### config.mk
export PLATFORM = sky130hd
export DESIGN_NAME = gray_receiver
export DESIGN_NICKNAME = d
export VERILOG_FILES = /design/src/rtl/gray_receiver_pkg.sv /design/src/rtl/gray_decoder.sv /design/src/rtl/gray_receiver.sv
export SDC_FILE = /design/constraint.sdc
export NUM_CORES = 1
export LEC_CHECK = 0
export BUFFER_PORTS_ARGS = -buffer_cell sky130_fd_sc_hd__buf_4
export CORE_UTILIZATION = 39
export CTS_BUF_LIST = sky130_fd_sc_hd__clkbuf_8 sky130_fd_sc_hd__clkbuf_16
export DETAILED_ROUTE_END_ITERATION = 10
export GPL_TIMING_DRIVEN = 0
export MAX_ROUTING_LAYER = met4
export PLACE_DENSITY = 0.61
export SKIP_CTS_REPAIR_TIMING = 1
export SLEW_MARGIN = 10
export SYNTH_ARGS = -nofsm -noshare
export SYNTH_HDL_FRONTEND = slang
export SYNTH_SLANG_ARGS = --single-unit
### constraint.sdc
create_clock -name clk -period 13.8 [get_ports clk]
set_input_delay 3.45 -clock clk [delete_from_list [all_inputs] [get_ports clk]]
set_output_delay 3.45 -clock clk [all_outputs]
set_load 0.02 [all_outputs]
### src/rtl/gray_receiver_pkg.sv
// -----------------------------------------------------------------------------
// gray_receiver_pkg
// Shared definitions for the Gray-code receiver:
//   state_e       - receiver FSM states (ACQ = acquiring, TRACK = locked)
//   ERR_CNT_W     - width of the error counter
//   ERR_CNT_MAX   - saturation value of the error counter
// -----------------------------------------------------------------------------
package gray_receiver_pkg;

  typedef enum logic {
    ST_ACQ   = 1'b0,
    ST_TRACK = 1'b1
  } state_e;

  localparam int                   ERR_CNT_W   = 8;
  localparam logic [ERR_CNT_W-1:0] ERR_CNT_MAX = 8'd255;

endpackage : gray_receiver_pkg

### src/rtl/gray_decoder.sv
// -----------------------------------------------------------------------------
// gray_decoder
// Purely combinational Gray-to-binary converter; counterpart of the Gray
// encoder on the transmitting side.
// Ports:
//   i_gray  [LEN-1:0]  Gray-coded word
//   o_bin   [LEN-1:0]  binary value
// -----------------------------------------------------------------------------
module gray_decoder #(
  parameter int LEN = 10
) (
  input  logic [LEN-1:0] i_gray,
  output logic [LEN-1:0] o_bin
);

  // Binary bit i is the XOR of all Gray bits at or above i. Writing each bit
  // as a reduction over a slice avoids a ripple chain through o_bin itself.
  for (genvar i = 0; i < LEN; i++) begin : g_bit
    assign o_bin[i] = ^i_gray[LEN-1:i];
  end

endmodule : gray_decoder

### src/rtl/gray_receiver.sv
// -----------------------------------------------------------------------------
// gray_receiver
// Synchronizes a Gray-coded count from a foreign clock domain, decodes it to
// binary and classifies every change as a legal +1 step, a legal -1 step
// (both modulo 2^LEN) or an error. After an error the receiver drops lock and
// re-acquires on the first cycle the synchronized input is stable.
// Ports:
//   clk       local clock, rising edge
//   rst_n     asynchronous active-low reset
//   gray_in   [LEN-1:0] Gray count, asynchronous to clk
//   bin       [LEN-1:0] decoded value of the last accepted Gray word
//   valid     1-cycle pulse on a legal step
//   up        1-cycle pulse with valid on a +1 step
//   down      1-cycle pulse with valid on a -1 step
//   err       1-cycle pulse on an illegal change
//   err_cnt   [7:0] saturating error count
//   locked    high while tracking a valid reference
// -----------------------------------------------------------------------------
module gray_receiver
  import gray_receiver_pkg::*;
#(
  parameter int LEN         = 10,
  parameter int SYNC_STAGES = 2
) (
  input  logic                 clk,
  input  logic                 rst_n,
  input  logic [LEN-1:0]       gray_in,
  output logic [LEN-1:0]       bin,
  output logic                 valid,
  output logic                 up,
  output logic                 down,
  output logic                 err,
  output logic [ERR_CNT_W-1:0] err_cnt,
  output logic                 locked
);

  localparam logic [LEN-1:0] STEP_UP   = LEN'(1);
  localparam logic [LEN-1:0] STEP_DOWN = '1;

  // Synchronizer and history
  logic [LEN-1:0] r_sync [SYNC_STAGES];
  logic [LEN-1:0] r_sync_d;
  logic [LEN-1:0] w_sync;
  logic [LEN-1:0] w_sync_bin;
  logic [LEN-1:0] w_delta;

  // FSM and output registers
  state_e               r_state,   w_state_next;
  logic [LEN-1:0]       r_ref,     w_ref_next;
  logic [LEN-1:0]       r_bin,     w_bin_next;
  logic                 r_valid,   w_valid_next;
  logic                 r_up,      w_up_next;
  logic                 r_down,    w_down_next;
  logic                 r_err,     w_err_next;
  logic [ERR_CNT_W-1:0] r_err_cnt, w_err_cnt_next;

  assign w_sync = r_sync[SYNC_STAGES-1];

  // NOTE: the synchronizer is an array of flops, but it is still reset here:
  // the ACQ comparison of sync against sync_d must start from a known value.
  always_ff @(posedge clk or negedge rst_n) begin
    if (!rst_n) begin
      for (int i = 0; i < SYNC_STAGES; i++) r_sync[i] <= '0;
      r_sync_d <= '0;
    end else begin
      r_sync[0] <= gray_in;
      for (int i = 1; i < SYNC_STAGES; i++) r_sync[i] <= r_sync[i-1];
      r_sync_d <= w_sync;
    end
  end

  gray_decoder #(
    .LEN (LEN)
  ) u_decoder (
    .i_gray (w_sync),
    .o_bin  (w_sync_bin)
  );

  // Wraps naturally at LEN bits, so 0x3FF -> 0x000 still yields +1.
  assign w_delta = w_sync_bin - r_bin;

  // NOTE: every signal written below gets a default first so that no path
  // through the case leaves it unassigned, which would infer a latch.
  always_comb begin
    w_state_next   = r_state;
    w_ref_next     = r_ref;
    w_bin_next     = r_bin;
    w_valid_next   = 1'b0;
    w_up_next      = 1'b0;
    w_down_next    = 1'b0;
    w_err_next     = 1'b0;
    w_err_cnt_next = r_err_cnt;

    case (r_state)
      ST_ACQ: begin
        // Stable for one cycle: take it as the new reference.
        if (w_sync == r_sync_d) begin
          w_ref_next   = w_sync;
          w_bin_next   = w_sync_bin;
          w_state_next = ST_TRACK;
        end
      end
      ST_TRACK: begin
        if (w_sync != r_ref) begin
          if (w_delta == STEP_UP) begin
            w_valid_next = 1'b1;
            w_up_next    = 1'b1;
            w_ref_next   = w_sync;
            w_bin_next   = w_sync_bin;
          end else if (w_delta == STEP_DOWN) begin
            w_valid_next = 1'b1;
            w_down_next  = 1'b1;
            w_ref_next   = w_sync;
            w_bin_next   = w_sync_bin;
          end else begin
            // Non-adjacent change: keep the old value and re-acquire.
            w_err_next   = 1'b1;
            w_state_next = ST_ACQ;
            if (r_err_cnt != ERR_CNT_MAX) w_err_cnt_next = r_err_cnt + 1'b1;
          end
        end
      end
      default: w_state_next = ST_ACQ;
    endcase
  end

  // NOTE: sequential state uses non-blocking assignments only, so every
  // register samples the pre-edge value of every other register.
  always_ff @(posedge clk or negedge rst_n) begin
    if (!rst_n) begin
      r_state   <= ST_ACQ;
      r_ref     <= '0;
      r_bin     <= '0;
      r_valid   <= 1'b0;
      r_up      <= 1'b0;
      r_down    <= 1'b0;
      r_err     <= 1'b0;
      r_err_cnt <= '0;
    end else begin
      r_state   <= w_state_next;
      r_ref     <= w_ref_next;
      r_bin     <= w_bin_next;
      r_valid   <= w_valid_next;
      r_up      <= w_up_next;
      r_down    <= w_down_next;
      r_err     <= w_err_next;
      r_err_cnt <= w_err_cnt_next;
    end
  end

  assign bin     = r_bin;
  assign valid   = r_valid;
  assign up      = r_up;
  assign down    = r_down;
  assign err     = r_err;
  assign err_cnt = r_err_cnt;
  assign locked  = (r_state == ST_TRACK);

endmodule : gray_receiver

Word level (Yosys, flattened, before mapping)
Cells that the tools add are included.
- register bits after elaboration: 63
- latch bits: 0
- RAM bits: 0
- bits in read-only memories: 0
- bits of input ports: 12
- output and inout bits: 23
- logic and storage cells: 62
- memories: 0
- add/sub/neg operators: 2
- multiply operators: 0
- div/mod/pow operators: 0
- $lt $le $gt $ge: 0
- equal/unequal tests: 8
- shift operators: 0
- mux-type cells: 27
- bitwise operators: 3
- reductions and logical operators: 11
- operators by type and width (operator ; number):
    10-bit 2-to-1 mux ; 8
    10-bit case mux with 2 select lines ; 2
    1-bit 2-to-1 mux ; 16
    10-bit by 1-bit equality test with 1-bit output, second input constant ; 1
    10-bit equality test ; 1
    10-bit equality test, second input constant ; 1
    10-bit inequality test ; 1
    10-bit parity ; 1
    10-bit subtractor ; 1
    9-bit parity ; 1
    8-bit by 1-bit adder with 8-bit output, second input constant ; 1
    8-bit inequality test, second input constant ; 1
    8-bit parity ; 1
    7-bit parity ; 1
    6-bit parity ; 1
    5-bit AND reduction ; 1
    5-bit parity ; 1
    4-bit parity ; 1
    3-bit by 1-bit inequality test with 1-bit output, second input constant ; 1
    1-bit inverter ; 3
    3-bit AND reduction ; 1
    3-bit parity ; 1
    2-bit by 1-bit inequality test with 1-bit output, second input constant ; 1
    2-bit inequality test, second input constant ; 1
    other kinds (2) ; 2

Logic depth before layout (Yosys ltp)
- depth in word-level cells: 7
- gate-level depth with buffers: 21
- mapped depth without buffers: 19

Modules after synthesis
A second synthesis with hierarchy kept.
- cells, all modules: 239
- area, all modules: 3089.2 um^2
- by module, submodules not included (module ; instances ; cells an instance ; area an instance (um^2) ; seq. area each (um^2)):
    gray_receiver ; 1 ; 221 ; 2882.8 ; 1576.5
    gray_decoder ; 1 ; 18 ; 206.4 ; 0.0

Worst setup path before layout
No wires, ideal clock.
- path kind: register to register
- from: register r_sync, in the netlist w_sync[9]
- to: register r_ref[2]
- library setup time: 0.125 ns
- data arrival time: 4.529 ns
- required time: 13.675 ns
- path slack: 9.146 ns
- stages on the path, launching flop included: 22
- path buffers: 2
- clock period less this slack: 4.654 ns
- cell sequence: dfrtp_1 -> buf_2 -> xor2_1 -> xnor2_1 -> inv_1 -> xnor2_2 -> xor2_1 -> xnor2_2 -> xnor2_1 -> ha_1 -> inv_1 -> fa_1 -> a21oi_1 -> o2bb2ai_2 -> o41ai_2 -> xnor2_1 -> nor4_4 -> a32oi_2 -> nor2_4 -> a21oi_4 -> buf_8 -> mux2_4
- longest elaborated chain between the ends: 6
- elaborated cells between the ends (all ways): 21
- classes of those cells: 1 x add/sub; 7 x eq/ne; 3 x mux; 10 x reduce/logical
- RTL lines (element ; RTL line ; source):
    start, declared ; gray_receiver.sv:41 ; logic [LEN-1:0] r_sync [SYNC_STAGES];
    2-bit parity (*) ; gray_decoder.sv:19 ; assign o_bin[i] = ^i_gray[LEN-1:i];
    net u_decoder.o_bin[8] ; gray_decoder.sv:13 ; output logic [LEN-1:0] o_bin
    10-bit subtractor (*) ; gray_receiver.sv:80 ; assign w_delta = w_sync_bin - r_bin;
    10-bit by 1-bit equality test with 1-bit output ; gray_receiver.sv:105 ; if (w_delta == STEP_UP) begin
    10-bit 2-to-1 mux ; gray_receiver.sv:105 ;
    10-bit 2-to-1 mux ; gray_receiver.sv:104 ; if (w_sync != r_ref) begin
    10-bit case mux with 2 select lines ; gray_receiver.sv:94 ; case (r_state)
    end signal, assigned ; gray_receiver.sv:141 ; r_ref <= w_ref_next;
    end, declared ; gray_receiver.sv:49 ; logic [LEN-1:0] r_ref, w_ref_next;
Mark *: on every way through the listed nets, which the timed path passes. The rest lies on a longest branch. The select of a mux whose other input is x is not followed.
A chain may end at the register's enable or synchronous reset.

Worst setup path in the final report
- from: register r_sync, in the netlist w_sync[9]
- to: register r_ref[6]
Same word-level chain as after synthesis.

==> impl_metrics.toml <==
[run_status]
status = "completed"

[sta]
tightest_slew_ps = 1140
fin_skew_ps = 11.1
period_minus_slack_ps = 5360
fmax_mhz = 187
rsz0062_at_grt = "no"
finalHoldViolations = 0
slew_headroom = 0.233
fin_setup_tns_ps = 0
setup_viol = 0
slew_viol_final = 0
period_share = 0.388

[global_routing]
grt_pass1_wl_um = 8560
antenna_found_initial = 0
grt_start_max_net_pins = 63
overflow = 0
gr-usage-all-layers = 0.143
grt_pass1_vias = 1758

[clocking]
numCtsBuffers = 9
path_clk_slew_ps = 70
cts.htree.levels = 3
cts_buffer_depth = 2
cts_tree = "built"
clock-root-buffer = "clkbuf_8"
cts.sinks = 62
insertion_delay_ps = 350

[power_and_ir_drop]
powerDensity_mw_per_mm2 = 143
leakagePower_nw = 1.65
vdd_drop_max_mv = 0.0863

[finish]
drive_gt1_frac = 0.289
antenna_cells = 0
layout.nets = 306
final_cells = 386
area_growth_pct = 18.3

[floorplan]
io_pins = 35
core-area_mm2 = 0.00737
row_count = 31
die_w_um = 90.0
start_util = 0.409
fp.dieH_um = 90.0
die_area_mm2 = 0.00809

[synthesis]
synth_common_cells = "62 x dfrtp_1, 26 x xnor2_1, 17 x inv_1"
syn_inst = 237
async_reset_ff_frac = 1.00
synth_area_mm2 = 0.00302
synth_seq_cells = 62
synth_fp_nets = 261
synth-edff-count = 0
yosys.area.top_type_share = 0.514
synthFlopType = "dfrtp_1"
ys_seq_area_frac = 0.514
yosysMostFrequentCell = "dfrtp_1"
synth_area_leader_cell = "dfrtp_1"
yosys-top-cells-area = "dfrtp_1 51%, xnor2_1 7.5%, ha_1 4.6%"
avgSynthCellArea_um2 = 12.7
yosysWarnings = 0
synth.distinct_cells = 49

[critical_path]
rr_startpoint = "w_sync[9]"
arrival_ps = 5590
cp-startpoint = "w_sync[9]"
r2r_slack_ps = 8440
start_kind = "flop"
crit_fanout = 10
cp-end-kind = "flop"
worstSetupPathType = "flop to flop"
worstPathRequired_ps = 14030

[detailed_routing]
route.detailed.drc = 0
wl_um = 5180
route.detailed.vias_per_inst = 4.72
drt-initial-drc-count = 33
drtPass1Iterations = 4
vias = 1822
antenna_left = 0
wl_per_cell_um = 13.4

[placement]
dp_hpwl_um = 3670
portBuffers = 34
gp_congestion = 0.804
placed_cells = 370

[flow_run]
max_cap_viol_count = 0

[min_path]
hold_class = "flop to flop"
holdCritStartpoint = "r_sync[19]"
[layout by cell type, fill, tap and decap left out, types with 2 or more instances in the layout]
cell type,count
nand3_1,6
nand3b_1,2
ha_1,11
clkbuf_8,9
o21ai_0,3
o21bai_1,2
a211o_1,2
mux2_2,11
mux2i_1,6
dfrtp_1,62
nand4_1,6
a21oi_1,6
clkinv_2,2
xnor2_2,2
clkbuf_1,3
inv_1,17
buf_4,35
clkinvlp_4,3
xnor2_1,26
xor2_1,15
a21o_1,3
mux2_4,7
nand2_1,7
nor2_1,5
nand2b_1,3
nor3_1,5
[worst max-delay path, cell delays in order, from the launching register on]
cell       delay (ps)
dfrtp_1           370
buf_2             160
xor2_1            320
xnor2_1           220
inv_1             140
xnor2_2           280
xor2_1            340
xnor2_2           150
xnor2_1           290
ha_1              200
inv_1              60
fa_1              420
a21oi_1           230
o2bb2ai_2         110
o41ai_2           240
xnor2_1           240
nor4_4            100
a32oi_2           340
nor2_4             70
a21oi_4           420
buf_8             230
mux2_4            310
[through the flow]
stage                     worst slack (ps)  hold WS (ps)  area, µm²  total power [mW]   util
after floorplan                       9150           331       3020             0.331      -
after global placement                8440           332       3400             0.370  0.461
after detailed placement              8440           335       3400             0.373  0.461
after CTS                             8410           346       3570             0.518  0.484
after global routing                  8000           346       3570             0.542  0.484
final                                 8440           340       3570             0.510  0.484
[sequential cells by signal (all words and copies together), names as in the netlist]
name / cells
bin: 9
down: 1
err: 1
err_cnt: 8
locked: 1
r_ref: 10
r_sync: 10
r_sync_d: 10
up: 1
valid: 1
w_sync: 10
[layer usage]
layer	up-vias	part of all wire	global-route usage
met4	0	0.016	0.0524
met2	26	0.48	0.215
met5	-	0	-
met1	881	0.47	0.180
li1	906	-	-
met3	9	0.036	0.0482
[path summary, 6_finish.rpt]
kind	cells past startpoint	end
worst max-delay path	21	r_ref[6]
worst min-delay path	0	w_sync[9]
worst max register to register	21	r_ref[6]
worst min register to register	0	w_sync[9]
max in group asynchronous	1	r_sync[10]
min in group asynchronous	1	err_cnt[0]
[power breakdown]
group | total, mW | switching, mW | internal (mW)
Clock | 0.142 | 0.0768 | 0.0652
Combinational | 0.162 | 0.0907 | 0.0709
Sequential | 0.206 | 0.0114 | 0.195
[final cells by class]
cell class	count	area (µm²)
multi-input combinational	152	1360
sequential	62	1550
timing repair buffer	34	255
tap	99	124
inverter	17	63.8
buffer	6	38.8
clock inverter	7	50.0
clock buffer	9	124
fill	705	3800
[kinds of logic after synthesis]
| logic type | share of synthesized area |
|---|---|
| flip-flops | 0.514 |
| AND/OR/NAND/NOR | 0.0933 |
| XOR/XNOR | 0.130 |
| AO/OA/AOI/OAI | 0.0718 |
| multiplexers | 0.105 |
| buffers and inverters | 0.0340 |
| adder cells (fa/ha/maj) | 0.0523 |
No activity file was read; power rests on OpenSTA's default activity.
